===== config.mk =====
export PLATFORM = sky130hd
export DESIGN_NAME = control_sequencer_flat
export DESIGN_NICKNAME = d
export VERILOG_FILES = /design/src/rtl/control_sequencer_if.sv /design/src/rtl/control_sequencer.sv /design/src/flat_wrapper.sv
export SDC_FILE = /design/constraint.sdc
export NUM_CORES = 1
export LEC_CHECK = 0
export CORE_MARGIN = 4
export CORE_UTILIZATION = 25
export DETAILED_ROUTE_END_ITERATION = 6
export PLACE_DENSITY_LB_ADDON = 0.25
export SYNTH_ARGS = -nofsm -noshare
export SYNTH_HDL_FRONTEND = slang
export SYNTH_SLANG_ARGS = --single-unit

===== constraint.sdc =====
create_clock -name clk -period 2 [get_ports clk]
set_clock_uncertainty 0.1 [all_clocks]
set_input_delay 0.4 -clock clk [delete_from_list [all_inputs] [get_ports clk]]
set_output_delay 0.4 -clock clk [all_outputs]
set_load 0.1 [all_outputs]

===== src/rtl/control_sequencer_if.sv =====
// Bundle between the micro-sequencer and the bus datapath: instruction/flags in, load/drive strobes out.
// Strobes are level signals valid for exactly one clock; there is no valid/ready pairing and no back-pressure.
interface control_sequencer_if;
  logic [7:0] ir;
  logic       carry_flag;
  logic       zero_flag;
  logic       pc_out;
  logic       pc_inc;
  logic       pc_load;
  logic       mar_in;
  logic       ram_out;
  logic       ram_in;
  logic       ir_in;
  logic       ir_out;
  logic       a_in;
  logic       a_out;
  logic       b_in;
  logic       sum_out;
  logic       alu_sub;
  logic       flags_in;
  logic       out_in;
  logic       halt;
  logic [2:0] step;

  modport master (
    input  ir, carry_flag, zero_flag,
    output pc_out, pc_inc, pc_load, mar_in, ram_out, ram_in, ir_in, ir_out,
           a_in, a_out, b_in, sum_out, alu_sub, flags_in, out_in, halt, step
  );

  modport slave (
    output ir, carry_flag, zero_flag,
    input  pc_out, pc_inc, pc_load, mar_in, ram_out, ram_in, ir_in, ir_out,
           a_in, a_out, b_in, sum_out, alu_sub, flags_in, out_in, halt, step
  );
endinterface


===== src/rtl/control_sequencer.sv =====
// Fetch/decode/execute micro-sequencer for the 8-bit bus CPU: a T0..T4 step counter plus a halted flag,
// with all bus strobes decoded combinationally from (step, ir, flags, halted).
module control_sequencer #(
  parameter bit HALT_ON_ILLEGAL = 1'b0
) (
  input logic                 clk,
  input logic                 rst,
  control_sequencer_if.master bus
);
  typedef enum logic [2:0] {T0 = 3'd0, T1 = 3'd1, T2 = 3'd2, T3 = 3'd3, T4 = 3'd4} step_t;

  step_t      step_q, step_d;
  logic       halted_q, halted_d;
  logic [3:0] opcode;
  logic       illegal;

  assign opcode   = bus.ir[7:4];
  assign illegal  = (opcode >= 4'h9) && (opcode <= 4'hD);
  assign bus.halt = halted_q;
  assign bus.step = step_q;

  always_ff @(posedge clk or posedge rst) begin
    if (rst) begin
      step_q   <= T0;
      halted_q <= 1'b0;
    end else begin
      step_q   <= step_d;
      halted_q <= halted_d;
    end
  end

  always_comb begin
    bus.pc_out   = 1'b0;
    bus.pc_inc   = 1'b0;
    bus.pc_load  = 1'b0;
    bus.mar_in   = 1'b0;
    bus.ram_out  = 1'b0;
    bus.ram_in   = 1'b0;
    bus.ir_in    = 1'b0;
    bus.ir_out   = 1'b0;
    bus.a_in     = 1'b0;
    bus.a_out    = 1'b0;
    bus.b_in     = 1'b0;
    bus.sum_out  = 1'b0;
    bus.alu_sub  = 1'b0;
    bus.flags_in = 1'b0;
    bus.out_in   = 1'b0;
    step_d       = T0;
    halted_d     = halted_q;
    // rst is folded in here so the strobes drop the moment reset asserts, not at the next edge.
    if (!rst && !halted_q) begin
      case (step_q)
        T0: begin
          bus.pc_out = 1'b1;
          bus.mar_in = 1'b1;
          step_d     = T1;
        end
        T1: begin
          bus.ram_out = 1'b1;
          bus.ir_in   = 1'b1;
          bus.pc_inc  = 1'b1;
          step_d      = T2;
        end
        T2: begin
          case (opcode)
            4'h1, 4'h2, 4'h3, 4'h4: begin
              bus.ir_out = 1'b1;
              bus.mar_in = 1'b1;
              step_d     = T3;
            end
            4'h5: begin
              bus.ir_out = 1'b1;
              bus.a_in   = 1'b1;
            end
            4'h6: begin
              bus.ir_out  = 1'b1;
              bus.pc_load = 1'b1;
            end
            4'h7: begin
              bus.ir_out  = bus.carry_flag;
              bus.pc_load = bus.carry_flag;
            end
            4'h8: begin
              bus.ir_out  = bus.zero_flag;
              bus.pc_load = bus.zero_flag;
            end
            4'hE: begin
              bus.a_out  = 1'b1;
              bus.out_in = 1'b1;
            end
            4'hF:    halted_d = 1'b1;
            default: halted_d = HALT_ON_ILLEGAL && illegal;
          endcase
        end
        T3: begin
          case (opcode)
            4'h1: begin
              bus.ram_out = 1'b1;
              bus.a_in    = 1'b1;
            end
            4'h2, 4'h3: begin
              bus.ram_out = 1'b1;
              bus.b_in    = 1'b1;
              step_d      = T4;
            end
            4'h4: begin
              bus.a_out  = 1'b1;
              bus.ram_in = 1'b1;
            end
            default: ;
          endcase
        end
        T4: begin
          if (opcode == 4'h2 || opcode == 4'h3) begin
            bus.sum_out  = 1'b1;
            bus.a_in     = 1'b1;
            bus.flags_in = 1'b1;
            bus.alu_sub  = (opcode == 4'h3);
          end
        end
        default: ;
      endcase
    end
  end
endmodule


===== src/flat_wrapper.sv =====
// flat-port wrapper written by rule: the top's interface ports become plain ports
module control_sequencer_flat 
#(
  parameter bit HALT_ON_ILLEGAL = 1'b0
)
  (clk, rst, bus_ir, bus_carry_flag, bus_zero_flag, bus_pc_out, bus_pc_inc, bus_pc_load, bus_mar_in, bus_ram_out, bus_ram_in, bus_ir_in, bus_ir_out, bus_a_in, bus_a_out, bus_b_in, bus_sum_out, bus_alu_sub, bus_flags_in, bus_out_in, bus_halt, bus_step);
  control_sequencer_if bus_i ();
  input logic clk;
  input logic rst;
  input wire logic [$bits(bus_i.ir)-1:0] bus_ir;
  input wire logic [$bits(bus_i.carry_flag)-1:0] bus_carry_flag;
  input wire logic [$bits(bus_i.zero_flag)-1:0] bus_zero_flag;
  output wire logic [$bits(bus_i.pc_out)-1:0] bus_pc_out;
  output wire logic [$bits(bus_i.pc_inc)-1:0] bus_pc_inc;
  output wire logic [$bits(bus_i.pc_load)-1:0] bus_pc_load;
  output wire logic [$bits(bus_i.mar_in)-1:0] bus_mar_in;
  output wire logic [$bits(bus_i.ram_out)-1:0] bus_ram_out;
  output wire logic [$bits(bus_i.ram_in)-1:0] bus_ram_in;
  output wire logic [$bits(bus_i.ir_in)-1:0] bus_ir_in;
  output wire logic [$bits(bus_i.ir_out)-1:0] bus_ir_out;
  output wire logic [$bits(bus_i.a_in)-1:0] bus_a_in;
  output wire logic [$bits(bus_i.a_out)-1:0] bus_a_out;
  output wire logic [$bits(bus_i.b_in)-1:0] bus_b_in;
  output wire logic [$bits(bus_i.sum_out)-1:0] bus_sum_out;
  output wire logic [$bits(bus_i.alu_sub)-1:0] bus_alu_sub;
  output wire logic [$bits(bus_i.flags_in)-1:0] bus_flags_in;
  output wire logic [$bits(bus_i.out_in)-1:0] bus_out_in;
  output wire logic [$bits(bus_i.halt)-1:0] bus_halt;
  output wire logic [$bits(bus_i.step)-1:0] bus_step;
  assign bus_i.ir = bus_ir;
  assign bus_i.carry_flag = bus_carry_flag;
  assign bus_i.zero_flag = bus_zero_flag;
  assign bus_pc_out = bus_i.pc_out;
  assign bus_pc_inc = bus_i.pc_inc;
  assign bus_pc_load = bus_i.pc_load;
  assign bus_mar_in = bus_i.mar_in;
  assign bus_ram_out = bus_i.ram_out;
  assign bus_ram_in = bus_i.ram_in;
  assign bus_ir_in = bus_i.ir_in;
  assign bus_ir_out = bus_i.ir_out;
  assign bus_a_in = bus_i.a_in;
  assign bus_a_out = bus_i.a_out;
  assign bus_b_in = bus_i.b_in;
  assign bus_sum_out = bus_i.sum_out;
  assign bus_alu_sub = bus_i.alu_sub;
  assign bus_flags_in = bus_i.flags_in;
  assign bus_out_in = bus_i.out_in;
  assign bus_halt = bus_i.halt;
  assign bus_step = bus_i.step;
  control_sequencer #(.HALT_ON_ILLEGAL(HALT_ON_ILLEGAL)) u_core (.clk(clk), .rst(rst), .bus(bus_i));
endmodule

==> impl_metrics.csv, run 1 <==
group,metric,value,unit
clock_network,clk_path_buf_depth,2,
finish,final_common_cell,"buf_4",
yosys,synth_area,472,µm²
sta,setup_viol,16,
pwr,swShare,0.501,
sta,drv_slew,0,
yosys,yosysWarnings,0,
placed_design,place.port_buffers,26,
global_routing,grt_busiest_layer,"met2",
pwr,vdd_ir_drop_max,0.000397,V
critical_path,worst_setup_path_start_kind,"flop",
finish,nets,132,
global_routing,grtUsageMet3,0.0437,
run,cap_violations,0,
sta,fmax,435,MHz
finish,seq_area,115,µm²
global_routing,antenna_found_initial,0,
yosys,syn_inst,60,
outcome,violations,"negative setup slack",
pwr,p_int,386,µW
sta,final.setup.tns,-3.12,ns
finish,fin_cells,143,
routing,viasPerCell,4.98,
yosys,synth_area_per_cell,7.86,µm²
floorplan,die-area,2650,µm²
critical_path,cpPeakStageDelay,0.50,ns
finish,diodes,0,
floorplan,num_io_pins,31,
pwr,clockPowerShare,0.127,
clock_network,clk_pin_slew_worst_paths,0.04,ns
critical_path,crit_cells,6,
placed_design,placed_cell_area,1240,µm²
outcome,outcome,"finished, violations left",
clock_network,cts_tree,"done",
pwr,p_leak,0.000545,µW
routing,ant_nets,0,
pwr,switching_power,388,µW
global_routing,grt_pass1_wl,3.74,mm
global_routing,use_met2,0.335,
placed_design,dp_hpwl,1.56,mm
placed_design,place_ws,-0.486,ns
min_path,hp-class,"input pin to asynchronous set/reset pin",
clock_network,clockRootBuffer,"clkbuf_4",
sta,rsz0062_at_grt,"true",
global_routing,grt_usage,0.189,
floorplan,die_h,51.4,µm
routing,drc_errors,0,
critical_path,worst-setup-path-type,"flop to output port",
critical_path,cpMaxStageDelayCell,"dfrtp_4",
critical_path,path_buf_inv,3,
floorplan,core-area,1760,µm²
finish,area_growth,210,%
clock_network,clock_sinks,4,
pwr,seqPwrFrac,0.156,
critical_path,path_delay_family,"buffers and inverters",
global_routing,grt_start_max_net_pins,12,
sta,period_share,1.15,
finish,fillers,101,
finish,drive_gt1_frac,0.788,
pwr,power.density,530,nW/µm²
clock_network,clock_latency,0.23,ns
finish,final_core_util,0.828,
routing,wl_per_cell,17.2,µm
finish,design_area,1460,µm²
yosys,synth_top_area_cell,"dfrtp_1",
yosys,synth_top_area_frac,0.212,
global_routing,grt_pass1_vias,763,
global_routing,grt_overflow,0,
routing,routed_wl,2.46,mm
pwr,pwr-share-comb,0.717,
yosys,syn_nets,72,
clock_network,cts_inserted_buffers,3,
routing,drt-pass1-iter-count,6,
yosys,synth_area_leaders,"dfrtp_1 (21%), nor2_1 (5.6%), buf_4 (4.8%)",
floorplan,start_util,0.267,
floorplan,rows,15,
routing,route.vias.total,712,
placed_design,gp_congestion,0.803,
critical_path,cp-end-kind,"output port",
finish,final_cell_mix,"buf_4 (27), buf_12 (20), buf_6 (7)",
sta,final_hold_viol_count,0,
yosys,yosysUniqueCellTypes,31,
critical_path,cp.required,1.50,ns
critical_path,critPathMaxFanout,4,
sta,worst_slack,-0.298,ns
yosys,ys_ff_latch,4,
finish,multi_input_area,541,µm²
sta,worst_pin_slew,0.365,ns
critical_path,cp.arrival,1.80,ns
floorplan,die_x,51.4,µm
critical_path,crit_chain,"buf_6 -> nor4b_4 -> buf_4 -> nand3_4 -> a21oi_4 -> buf_12",
critical_path,r2r_cells,9,
routing,initialDrtViolationCount,7,
placed_design,dp.cells,126,
critical_path,r2r-start,"u_core.bus.step[2]",
yosys,synth-seq-area-share,0.212,
sta,min_period,2.30,ns
critical_path,cp-startpoint,"u_core.bus.step[2]",
sta,relSlewSlack,0.756,
clock_network,cts_max_level,1,
global_routing,use_met1,0.236,
final cells by class:
cell class	instances	share of cell area
inverter	3	0.00771
timing repair buffer	61	0.506
clock buffer	3	0.0154
multi-input combinational	47	0.370
sequential	4	0.0788
tap	25	0.0214
layer usage:
layer  up-vias  wire length, µm
met5         -                0
li1        344                -
met3         2               76
met1       343             1060
met4         0               14
met2        23             1310
synth_stat cells:
cell type  instances
nor2_1             7
a21oi_1            4
dfrtp_1            4
buf_4              3
inv_1              3
nand2_1            3
nand3_1            3
nand4_1            3
nor3_1             3
a211oi_1           2
buf_2              2
nand4b_1           2
nor3b_1            2
o21bai_1           2
a2111oi_0          1
a2111oi_2          1
and3_1             1
buf_6              1
mux2i_1            1
nand3b_1           1
nor2b_1            1
nor3b_2            1
nor3b_4            1
nor4_1             1
nor4b_1            1
o2111ai_1          1
o21ai_0            1
o31ai_1            1
or3_1              1
or3_4              1
xor2_1             1
worst paths after layout:
path	endpoint	slack, ns
max	bus_a_out	-0.30
min	u_core.bus.step[2]	0.34
max reg2reg	u_core.bus.halt	-0.09
min reg2reg	u_core.bus.halt	0.48
max in group asynchronous	u_core.bus.step[0]	1.28
min in group clk	u_core.bus.halt	0.48
state kept, by name, summed over array words and instances, names as in the netlist:
register and count:
u_core.bus.step 3, u_core.bus.halt 1
worst reg2reg max path, cell delays in order (launching register included):
cell and delay [ns]:
dfrtp_4 0.50, buf_6 0.14, nor4b_4 0.32, nand4_1 0.22
buf_4 0.20, buf_6 0.10, buf_6 0.10, buf_6 0.10
buf_6 0.10, o21bai_1 0.13
stage by stage:
step                      hold WS [ns]  total power [µW]
final                            0.342               774
after global routing             0.364               803
after CTS                        0.517               737
after detailed placement         0.479               605
after global placement           0.472               596
after floorplan                 0.0662               435
power groups by stage:
stage                     registers (µW)  clock network (µW)  logic, µW
after floorplan                      186                   0        249
after global placement               119                   0        477
after detailed placement             120                   0        485
after CTS                            126                 103        508
after global routing                 122                 112        569
final                                121                98.4        555
repair_timing:
item	CTS	global route
hold endpoints to repair	0	0
pin swaps	10	10
hold buffers	0	0
resized for setup	23	14
buffers inserted	8	8
endpoints found under the setup margin	15	16
kinds of logic after synthesis:
family | share of synthesized area
AO/OA/AOI/OAI | 0.202
XOR/XNOR | 0.0186
buffers and inverters | 0.117
flip-flops | 0.212
multiplexers | 0.0212
AND/OR/NAND/NOR | 0.430
Note: power is estimated with default switching activity, not from simulation.
==> run 2: changes to the inputs <==
--- a/config.mk
+++ b/config.mk
@@ -8,6 +8,7 @@
 export CORE_MARGIN = 4
 export CORE_UTILIZATION = 25
 export DETAILED_ROUTE_END_ITERATION = 6
+export GPL_TIMING_DRIVEN = 0
 export PLACE_DENSITY_LB_ADDON = 0.25
 export SYNTH_ARGS = -nofsm -noshare
 export SYNTH_HDL_FRONTEND = slang
==> constraint.sdc (replaced) <==
create_clock -name clk -period 2 [get_ports clk]
set_clock_uncertainty 0.1 [all_clocks]
set_input_delay 0.3 -clock clk [delete_from_list [all_inputs] [get_ports clk]]
set_output_delay 0.3 -clock clk [all_outputs]
set_load 0.1 [all_outputs]
==> impl_metrics.csv, run 2 (synthesis gave the netlist of run 1 again) <==
group,metric,value,unit
critical_path,cpPeakStageDelay,0.52,ns
routing,viasPerCell,5.21,
critical_path,crit_chain,"buf_4 -> nor4b_2 -> nand4_1 -> buf_4 -> buf_4 -> buf_4 -> buf_4 -> buf_4 -> o21bai_1",
critical_path,path_delay_family,"buffers and inverters",
sta,period_share,1.18,
pwr,power.density,567,nW/µm²
clock_network,clk_pin_slew_worst_paths,0.04,ns
finish,nets,124,
global_routing,grt_start_max_net_pins,11,
sta,rsz0062_at_grt,"true",
critical_path,cp-end-kind,"flop",
finish,area_growth,180,%
floorplan,start_util,0.267,
routing,drt-pass1-iter-count,5,
critical_path,cpMaxStageDelayCell,"dfrtp_4",
global_routing,grt_pass1_vias,693,
pwr,vdd_ir_drop_max,0.000386,V
routing,wl_per_cell,17.0,µm
clock_network,clock_sinks,4,
floorplan,die-area,2650,µm²
min_path,hp-class,"input pin to asynchronous set/reset pin",
critical_path,worst-setup-path-type,"flop to flop",
floorplan,num_io_pins,31,
global_routing,grt_usage,0.166,
critical_path,worst_setup_path_start_kind,"flop",
clock_network,cts_inserted_buffers,3,
clock_network,holdBufCountCts,0,
clock_network,clk_path_buf_depth,2,
clock_network,clockRootBuffer,"clkbuf_4",
pwr,total_power,750,µW
finish,largest_reg_flops,3,
global_routing,grt_overflow,0,
floorplan,core-area,1760,µm²
sta,setup_viol,13,
finish,final_common_cell,"buf_4",
sta,final_hold_viol_count,0,
global_routing,grt_pass1_wl,3.27,mm
sta,relSlewSlack,0.366,
floorplan,die_x,51.4,µm
sta,min_period,2.36,ns
clock_network,cts_tree,"done",
critical_path,path_buf_inv,6,
critical_path,cp.arrival,2.41,ns
sta,fmax,423,MHz
sta,worst_pin_slew,0.954,ns
placed_design,dp_hpwl,1.20,mm
clock_network,cts_max_level,1,
floorplan,die_h,51.4,µm
routing,initialDrtViolationCount,6,
placed_design,place.port_buffers,26,
sta,worst_slack,-0.365,ns
finish,final_cell_mix,"buf_4 (17), buf_6 (12), buf_12 (12)",
outcome,outcome,"finished, violations left",
finish,diodes,0,
finish,drive_gt1_frac,0.691,
finish,fillers,119,
sta,final.setup.tns,-2.18,ns
floorplan,rows,15,
critical_path,crit_top_cell,"buf_4",
routing,drc_errors,0,
pwr,p_leak,0.000499,µW
critical_path,cp.required,2.05,ns
critical_path,critPathMaxFanout,7,
run,cap_violations,0,
placed_design,gp_congestion,0.751,
routing,routed_wl,2.29,mm
critical_path,r2r_slack,-0.36,ns
clock_network,clock_latency,0.24,ns
global_routing,antenna_found_initial,0,
routing,ant_nets,0,
sta,drv_slew,0,
routing,route.vias.total,703,
outcome,violations,"negative setup slack",
run 2: where the power goes:
group	total (µW)	switching (µW)	internal (µW)
Clock	106	38.7	67.5
Combinational	533	331	202
Sequential	111	13.7	97.1
Total	750	384	366
run 2: final cells by class:
| class | count | area, µm² | share of cell area |
|---|---|---|---|
| inverters | 3 | 11.3 | 0.00851 |
| repair buffers | 48 | 546 | 0.412 |
| plain buffers | 5 | 77.6 | 0.0587 |
| flip-flops and latches | 4 | 115 | 0.0870 |
| multi-input cells | 47 | 519 | 0.393 |
| clock buffers | 3 | 22.5 | 0.0170 |
| well taps | 25 | 31.3 | 0.0237 |
run 2: metrics by stage:
step / util / std cells / cell area, µm² / hold slack (ns) / worst slack [ns]
after detailed placement: 0.545 / 111 / 962 / 0.544 / -1.54
after floorplan: - / 60 / 671 / -0.0338 / -0.864
after global routing: 0.750 / 135 / 1320 / 0.147 / -0.416
after global placement: 0.545 / 111 / 962 / 0.541 / -1.52
after CTS: 0.692 / 128 / 1220 / 0.124 / -0.221
final: 0.750 / 135 / 1320 / 0.141 / -0.365
run 2: metal layers:
metal,global-route usage,wire (µm)
met2,0.339,1270
met3,0.0146,109
met5,0,0
met4,0.0524,76
met1,0.171,832
run 2: worst paths after layout:
path                                    startpoint            endpoint  cells after the start
worst max-delay path            u_core.bus.step[2]     u_core.bus.halt                      9
worst min-delay path                           rst     u_core.bus.halt                      2
min in group clk                         bus_ir[5]  u_core.bus.step[2]                      3
worst max register to register  u_core.bus.step[2]     u_core.bus.halt                      9
max in group asynchronous                      rst  u_core.bus.step[0]                      2
worst min register to register     u_core.bus.halt     u_core.bus.halt                      2
run 2: timing repair:
item,4_1_cts,5_1_grt
endpoints found under the setup margin,19,17
pin swaps,12,6
resized for setup,146,15
setup buffers,14,9
gates cloned,0,0
hold endpoints to repair,0,0
